[src/rtl/j2k_hdr_pkg.sv]
// rtl/j2k_hdr_pkg.sv - shared encodings for the packet-header bit parser.
package j2k_hdr_pkg;

    localparam logic [1:0] MODE_FIELD = 2'b00;
    localparam logic [1:0] MODE_UNARY = 2'b01;
    localparam logic [1:0] MODE_ALIGN = 2'b10;

    localparam logic [7:0] STUFF_BYTE = 8'hFF;

    typedef enum logic [2:0] {
        IDLE,
        FIELD_W,
        UNARY_W,
        ALIGN,
        RESP
    } hdr_state_e;

endpackage

[src/rtl/axis_byte_serializer.sv]
// rtl/axis_byte_serializer.sv - word-to-byte lane unpacker; lane 0 leaves first.
module axis_byte_serializer #(
    parameter int DATA_W = 32,
    parameter int KEEP_W = DATA_W/8
) (
    input  logic              clk,
    input  logic              rst,
    input  logic [DATA_W-1:0] s_axis_tdata,
    input  logic [KEEP_W-1:0] s_axis_tkeep,
    input  logic              s_axis_tvalid,
    input  logic              s_axis_tlast,
    output logic              s_axis_tready,
    output logic [7:0]        m_axis_tdata,
    output logic              m_axis_tvalid,
    output logic              m_axis_tlast,
    input  logic              m_axis_tready
);

    logic [DATA_W-1:0] data_q, data_d;
    logic [KEEP_W-1:0] keep_q, keep_d;
    logic              last_q, last_d;
    logic              ready_q, ready_d;

    assign s_axis_tready = ready_q;
    assign m_axis_tdata  = data_q[7:0];
    assign m_axis_tvalid = keep_q[0];
    assign m_axis_tlast  = last_q && ((keep_q >> 1) == '0);

    always_comb begin
        data_d = data_q;
        keep_d = keep_q;
        last_d = last_q;
        if (m_axis_tvalid && m_axis_tready) begin
            data_d = data_q >> 8;
            keep_d = keep_q >> 1;
        end
        // A zero-keep word is captured as an empty buffer, which drops it.
        if (s_axis_tvalid && ready_q) begin
            data_d = s_axis_tdata;
            keep_d = s_axis_tkeep;
            last_d = s_axis_tlast;
        end
        ready_d = (keep_d == '0);
    end

    always_ff @(posedge clk) begin
        if (rst) begin
            data_q  <= '0;
            keep_q  <= '0;
            last_q  <= 1'b0;
            ready_q <= 1'b0;
        end else begin
            data_q  <= data_d;
            keep_q  <= keep_d;
            last_q  <= last_d;
            ready_q <= ready_d;
        end
    end

endmodule

[src/rtl/bit_disassembler.sv]
// rtl/bit_disassembler.sv - header bit parser with 0xFF bit-unstuffing.
// Optional HDR_STUFF_CHK_EN adds a sticky stuff_err_o for a set stuffed MSB.
module bit_disassembler
    import j2k_hdr_pkg::*;
#(
    parameter int DATA_W     = 32,
    parameter int KEEP_W     = DATA_W/8,
    parameter int BIT_CNT_W  = 6,
    parameter int HDR_DATA_W = 32
) (
    input  logic                  clk,
    input  logic                  rst,
    input  logic                  s_axis_hdr_rx_valid_i,
    input  logic                  s_axis_hdr_rx_last_i,
    input  logic [DATA_W-1:0]     s_axis_hdr_rx_data_i,
    input  logic [KEEP_W-1:0]     s_axis_hdr_rx_keep_i,
    output logic                  s_axis_hdr_rx_ready_o,
    input  logic                  req_valid_i,
    input  logic [1:0]            req_mode_i,
    input  logic [BIT_CNT_W-1:0]  req_bit_cnt_i,
    output logic                  req_ready_o,
    output logic                  rsp_valid_o,
    output logic [HDR_DATA_W-1:0] rsp_data_o,
    output logic                  rsp_last_o,
`ifdef HDR_STUFF_CHK_EN
    output logic                  stuff_err_o,
`endif
    input  logic                  rsp_ready_i
);

    localparam int RES_W = HDR_DATA_W + 8;
    localparam int CNT_W = $clog2(RES_W + 1);
    localparam logic [CNT_W-1:0] HDR_W_C  = CNT_W'(HDR_DATA_W);
    localparam logic [CNT_W-1:0] LOAD_MAX = CNT_W'(RES_W - 8);
    localparam logic [RES_W-1:0] TOP_BIT  = {1'b1, {(RES_W-1){1'b0}}};

    logic [7:0] byte_tdata;
    logic       byte_tvalid, byte_tlast, byte_tready;

    axis_byte_serializer #(.DATA_W(DATA_W), .KEEP_W(KEEP_W)) u_ser (
        .clk           (clk),
        .rst           (rst),
        .s_axis_tdata  (s_axis_hdr_rx_data_i),
        .s_axis_tkeep  (s_axis_hdr_rx_keep_i),
        .s_axis_tvalid (s_axis_hdr_rx_valid_i),
        .s_axis_tlast  (s_axis_hdr_rx_last_i),
        .s_axis_tready (s_axis_hdr_rx_ready_o),
        .m_axis_tdata  (byte_tdata),
        .m_axis_tvalid (byte_tvalid),
        .m_axis_tlast  (byte_tlast),
        .m_axis_tready (byte_tready)
    );

    // start_q marks the first bit of every loaded byte, s7_q the first bit of 7-bit stuffing bytes.
    logic [RES_W-1:0]      res_q, res_d, start_q, start_d, s7_q, s7_d;
    logic [CNT_W-1:0]      res_cnt_q, res_cnt_d, len_q, len_d, ucnt_q, ucnt_d;
    logic                  prev_ff_q, prev_ff_d, last_seen_q, last_seen_d, align_ph_q, align_ph_d;
    hdr_state_e            state_q, state_d;
    logic                  rsp_valid_q, rsp_valid_d, rsp_last_q, rsp_last_d, req_ready_q, req_ready_d;
    logic [HDR_DATA_W-1:0] rsp_data_q, rsp_data_d, field_bits;
    logic [CNT_W-1:0]      consume, cnt_after, ones, nxt_dist, len_sat;
    logic                  run, nxt_found, seven;
    logic [7:0]            ins_byte;
`ifdef HDR_STUFF_CHK_EN
    logic                  stuff_err_q, stuff_err_d;
    assign stuff_err_o = stuff_err_q;
`endif

    assign byte_tready = (res_cnt_q <= LOAD_MAX);
    assign req_ready_o = req_ready_q;
    assign rsp_valid_o = rsp_valid_q;
    assign rsp_data_o  = rsp_data_q;
    assign rsp_last_o  = rsp_last_q;

    always_comb begin
        state_d     = state_q;
        len_d       = len_q;
        ucnt_d      = ucnt_q;
        align_ph_d  = align_ph_q;
        rsp_data_d  = rsp_data_q;
        rsp_last_d  = rsp_last_q;
        prev_ff_d   = prev_ff_q;
        last_seen_d = last_seen_q;
        consume     = '0;
        len_sat     = (int'(req_bit_cnt_i) > HDR_DATA_W) ? HDR_W_C : CNT_W'(req_bit_cnt_i);
        field_bits  = res_q[RES_W-1 -: HDR_DATA_W] >> (HDR_W_C - len_q);

        ones = '0;
        run  = 1'b1;
        for (int i = 0; i < RES_W; i++) begin
            if (run && i < int'(res_cnt_q) && res_q[RES_W-1-i]) ones = ones + CNT_W'(1);
            else run = 1'b0;
        end
        nxt_dist  = '0;
        nxt_found = 1'b0;
        for (int i = 1; i < RES_W; i++) begin
            if (!nxt_found && i < int'(res_cnt_q) && start_q[RES_W-1-i]) begin
                nxt_found = 1'b1;
                nxt_dist  = CNT_W'(i);
            end
        end

        case (state_q)
            IDLE: begin
                if (req_valid_i && req_ready_q) begin
                    len_d      = len_sat;
                    ucnt_d     = '0;
                    align_ph_d = 1'b0;
                    if (req_mode_i != MODE_FIELD && req_mode_i != MODE_UNARY) state_d = ALIGN;
                    else if (len_sat == '0) begin
                        state_d    = RESP;
                        rsp_data_d = '0;
                    end else state_d = (req_mode_i == MODE_FIELD) ? FIELD_W : UNARY_W;
                end
            end
            FIELD_W: begin
                if (res_cnt_q >= len_q) begin
                    consume    = len_q;
                    rsp_data_d = field_bits;
                    state_d    = RESP;
                end
            end
            UNARY_W: begin
                if (ones >= len_q - ucnt_q) begin
                    consume    = len_q - ucnt_q;
                    rsp_data_d = HDR_DATA_W'(len_q);
                    state_d    = RESP;
                end else if (ones < res_cnt_q) begin
                    consume    = ones + CNT_W'(1);
                    rsp_data_d = HDR_DATA_W'(ucnt_q + ones);
                    state_d    = RESP;
                end else begin
                    consume = ones;
                    ucnt_d  = ucnt_q + ones;
                end
            end
            ALIGN: begin
                rsp_data_d = '0;
                if (!align_ph_q) begin
                    if (res_cnt_q != '0 && !start_q[RES_W-1]) consume = nxt_found ? nxt_dist : res_cnt_q;
                    align_ph_d = 1'b1;
                end else if (res_cnt_q != '0) begin
                    if (s7_q[RES_W-1]) consume = CNT_W'(7);
                    state_d = RESP;
                end else if (!prev_ff_q) begin
                    state_d = RESP;
                end
            end
            RESP: begin
                if (rsp_ready_i) begin
                    state_d    = IDLE;
                    rsp_data_d = '0;
                    rsp_last_d = 1'b0;
                end
            end
            default: state_d = IDLE;
        endcase

        // Consume shifts the reservoir up; a same-cycle load lands just below the survivors.
        cnt_after = res_cnt_q - consume;
        res_d     = res_q << consume;
        start_d   = start_q << consume;
        s7_d      = s7_q << consume;
        res_cnt_d = cnt_after;
        seven     = prev_ff_q;
        ins_byte  = seven ? {byte_tdata[6:0], 1'b0} : byte_tdata;
`ifdef HDR_STUFF_CHK_EN
        stuff_err_d = stuff_err_q;
`endif
        if (byte_tvalid && byte_tready) begin
            res_d       = res_d | ({ins_byte, {(RES_W-8){1'b0}}} >> cnt_after);
            start_d     = start_d | (TOP_BIT >> cnt_after);
            s7_d        = s7_d | (seven ? (TOP_BIT >> cnt_after) : '0);
            res_cnt_d   = cnt_after + (seven ? CNT_W'(7) : CNT_W'(8));
            prev_ff_d   = (byte_tdata == STUFF_BYTE);
            last_seen_d = byte_tlast;
`ifdef HDR_STUFF_CHK_EN
            stuff_err_d = stuff_err_q | (seven && byte_tdata[7]);
`endif
        end

        rsp_valid_d = (state_d == RESP);
        req_ready_d = (state_d == IDLE);
        if (state_d == RESP && state_q != RESP) rsp_last_d = last_seen_d && (res_cnt_d == '0);
    end

    always_ff @(posedge clk) begin
        if (rst) begin
            state_q     <= IDLE;
            res_q       <= '0;
            start_q     <= '0;
            s7_q        <= '0;
            res_cnt_q   <= '0;
            len_q       <= '0;
            ucnt_q      <= '0;
            align_ph_q  <= 1'b0;
            prev_ff_q   <= 1'b0;
            last_seen_q <= 1'b0;
            rsp_valid_q <= 1'b0;
            rsp_data_q  <= '0;
            rsp_last_q  <= 1'b0;
            req_ready_q <= 1'b0;
        end else begin
            state_q     <= state_d;
            res_q       <= res_d;
            start_q     <= start_d;
            s7_q        <= s7_d;
            res_cnt_q   <= res_cnt_d;
            len_q       <= len_d;
            ucnt_q      <= ucnt_d;
            align_ph_q  <= align_ph_d;
            prev_ff_q   <= prev_ff_d;
            last_seen_q <= last_seen_d;
            rsp_valid_q <= rsp_valid_d;
            rsp_data_q  <= rsp_data_d;
            rsp_last_q  <= rsp_last_d;
            req_ready_q <= req_ready_d;
        end
    end

`ifdef HDR_STUFF_CHK_EN
    always_ff @(posedge clk) begin
        if (rst) stuff_err_q <= 1'b0;
        else     stuff_err_q <= stuff_err_d;
    end
`endif

endmodule

[config.mk]
export PLATFORM = sky130hd
export DESIGN_NAME = bit_disassembler
export DESIGN_NICKNAME = d
export VERILOG_FILES = /design/src/rtl/j2k_hdr_pkg.sv /design/src/rtl/axis_byte_serializer.sv /design/src/rtl/bit_disassembler.sv
export SDC_FILE = /design/constraint.sdc
export NUM_CORES = 1
export LEC_CHECK = 0
export CELL_PAD_IN_SITES_DETAIL_PLACEMENT = 0
export CELL_PAD_IN_SITES_GLOBAL_PLACEMENT = 2
export CORE_UTILIZATION = 38
export DETAILED_ROUTE_END_ITERATION = 7
export PLACE_DENSITY = 0.87
export SLEW_MARGIN = 20
export SYNTH_ARGS = -nofsm -noshare
export SYNTH_HDL_FRONTEND = slang
export SYNTH_SLANG_ARGS = --single-unit
[constraint.sdc]
create_clock -name clk -period 37.6 [get_ports clk]
set_clock_uncertainty 0.2 [all_clocks]
set_input_delay 3.76 -clock clk [delete_from_list [all_inputs] [get_ports clk]]
set_output_delay 3.76 -clock clk [all_outputs]
set_load 0.05 [all_outputs]
==> out/qor.yml <==
clock_tree:
  numCtsBuffers: 28
  cts.repair.resized: 0
  clockRootBuffer: "clkbuf_16"
  clkTransAtPathRegs_ns: 0.07
  cts_buffer_depth: 3
  clock_sinks: 217
  ctsHoldBuffers: 0
  htreeDepth: 1
  clock_latency_ns: 0.63
  cts_tree: "done"
  cts_setup_buffers: 0
pwr:
  power_leakage_nw: 10.3
  swShare_pct: 43.4
  finalPower_mw: 0.938
  ir_drop_mv: 0.0408
  clockPowerShare_pct: 33.2
  cellPowerDensity_nw_per_um2: 32.1
  comb_power_share_pct: 39.1
  intPower_mw: 0.531
  power.switching_mw: 0.407
  p_seq_share_pct: 27.7
logic_synthesis:
  netlist_top_cells_area: "dfxtp_1, mux4_2, nand2_1, mux2i_1, nor2_1"
  synth-xor-area-share_pct: 8.29
  synth_top_family_by_area: "compound AO/OA/AOI/OAI gates"
  synth_cells: 3603
  ys_seq_area_share_pct: 16.3
  synth_top_area_cell: "dfxtp_1"
  synth_seq_cells: 217
  yosys_warnings: 0
  synthDistinctLibCells: 124
  syn_area_sq_um: 26600
  synthMuxAreaShare_pct: 15.4
  synth_adder_area_share_pct: 3.91
  synth-edff-count: 0
  async_flop_share_pct: 0
  ys.flop_type: "dfxtp_1"
  yosysTopAreaCellShare_pct: 16.3
  yosys.area_share.simple_pct: 24.6
  avgSynthCellArea_sq_um: 7.38
  syn_nets: 3732
  synth-compound-area-share_pct: 25.9
hold_path:
  worst_hold_path_type: "register to register"
  holdPathEnd: "u_ser.last_q"
  hold_depth: 2
  hp-start: "u_ser.last_q"
die:
  die_w_microns: 267
  rows: 96
  die_h_microns: 267
  core_sq_um: 68900
  io_pins: 86
  initial_utilization_pct: 38.6
  die-area_sq_um: 71100
sta:
  rsz0062_at_grt: "no"
  period_needed_ns: 34.17
  hold_viol: 0
  setup_violations: 0
  fmax_mhz: 29.3
  slew_headroom_pct: 20.9
  tns_ns: 0
  worst_slew_pin_slew_ns: 1.18
  timing.final.ws_setup_ns: 3.43
  fin_crit_sh_pct: 90.9
  slew_violations: 0
finish:
  mostFrequentLayoutCells: "nand2_1, nor2_1, a21oi_1"
  nets: 3651
  fin_area_sq_um: 29200
  fill_cells: 7289
  drive_gt1_share_pct: 10.3
  final_common_cell: "nand2_1"
  area_growth_pct: 9.76
drt:
  num_vias: 29213
  drtIter0Drc: 3456
  wl_microns: 116000
  drc: 1
  first_pass_iters: 6
  ant_nets: 0
  via_per_inst: 6.52
  routedWlPerCell_microns: 25.8
setup_path:
  arrival_ns: 34.50
  critPathMaxStageDelay_ns: 0.89
  crit_path_end_kind: "register"
  r2r-end: "s7_q[15]"
  crit_slowest_cell: "nor4_2"
  worstSetupPathType: "register to register"
  start_kind: "register"
  crit_fanout: 45
  rrSetupSlack_ns: 3.43
  r2r_start: "res_cnt_q[5]"
  crit_top_cell: "ha_1"
  worstPathRequired_ns: 37.92
  worstRegToRegCells: 151
global_route:
  overflow: 0
  grt_pass1_wl_microns: 174000
  grt_pass1_vias: 27327
  grt_max_degree: 72
  antenna_found_initial: 6
  grt_use_total_pct: 31.6
flow_run:
  maxCapViolations: 0
placed_design:
  place.gp.congestion: 0.981
  dp_slack_ns: 3.92
  dp_hpwl_microns: 85300
  placed_cell_area_sq_um: 28100
  numPortBuffers: 85
outcome:
  failed_checks: "design-rule violations"
  outcome: "finished with violations"
[cells by family after synthesis]
kind of cell / after synthesis
and+or+nand+nor: 1410
adders and majority gates: 81
AOI/OAI and AO/OA: 1046
xor gates and xnor gates: 200
muxes: 299
buffers and inverters: 350
DFF: 217
[how the worst max path moves through the flow]
stage / startpoint / cells after the start / end / slack [ns]
after floorplan: res_cnt_q[1] / 164 / rsp_last_o / 8.33
after global placement: res_cnt_q[5] / 151 / s7_q[15] / 4.61
after detailed placement: res_cnt_q[5] / 151 / s7_q[15] / 3.92
after CTS: res_cnt_q[5] / 151 / s7_q[15] / 3.80
after global routing: res_cnt_q[5] / 159 / rsp_last_o / 0.50
final: res_cnt_q[5] / 151 / s7_q[15] / 3.43
[cell usage after synthesis, types with 22 or more instances]
library cell  number
mux2_2            49
xnor2_1          102
mux2i_1          163
buf_1             22
a21o_1            27
a311oi_1          28
a221oi_1          28
a32oi_1           38
nor2_1           434
o22ai_1           56
nand3_1          119
a21oi_1          283
a211oi_1          37
ha_1              75
inv_1             70
a22oi_1           60
o211ai_1          26
o21ai_0          216
xor2_1            59
nor2b_1           25
clkbuf_1         171
and3_1            49
and2_1            35
mux4_2            82
nand2_1          445
nor3_1           104
dfxtp_1          217
nand4_1           54
o21a_1            23
buf_2             56
a31oi_1           55
[registers in the layout, indices dropped and copies added, names as in the netlist, 3 cells and up]
name	flops
u_ser.data_q	32
res_cnt_q	6
rsp_data_o	32
ucnt_q	6
len_q	6
u_ser.keep_q	4
s7_q	40
start_q	40
res_q	40
state_q	3
[power by group through the flow]
stage / registers (mW) / logic (mW) / clock network (mW)
6_report: 0.260 / 0.366 / 0.312
5_1_grt: 0.260 / 0.387 / 0.321
4_1_cts: 0.258 / 0.354 / 0.313
3_5_place_dp: 0.263 / 0.353 / 0
3_3_place_gp: 0.263 / 0.354 / 0
2_1_floorplan: 0.258 / 0.238 / 0
[cell type report]
type	count	area, sq um	area share (%)
flip-flops and latches	217	4350	14.9
clock inverters	15	248	0.849
clock buffers	37	815	2.79
inverters	81	310	1.06
repair buffers	158	1400	4.80
well taps	931	1160	3.99
multi-input cells	3036	20900	71.6
diodes	3	7.51	0.0257
[per-stage QoR]
stage                     std cells  utilization (%)  hold WS (ns)
after global routing           4475             42.3         0.278
after CTS                      4475             42.3         0.257
after detailed placement       4423             40.8         0.248
final                          4478             42.3         0.257
after global placement         4423             40.8         0.244
after floorplan                3603                -         0.237
[layer usage]
layer  part of all wire [%]  global-route usage [%]  wire length (microns)  vias to the layer above
li1                       -                       -                      -                    13251
met1                     42                    43.4                  48700                    13876
met2                     42                    46.4                  48600                     1705
met3                     11                    7.91                  12700                      377
met4                    4.8                    13.9                   5590                        4
met5                  0.019                       0                     22                        -
[worst max-delay path: cells and delay by family, from the launching register on]
kind	cells	cell delay, ns
adder cells (fa/ha/maj)	35	11.32
multiplexers	9	1.88
buffers and inverters	8	2.02
flip-flops	1	0.31
XOR/XNOR	7	2.51
AND/OR/NAND/NOR	51	8.02
AO/OA/AOI/OAI	41	7.60
Note: power is estimated with default switching activity, not from simulation.
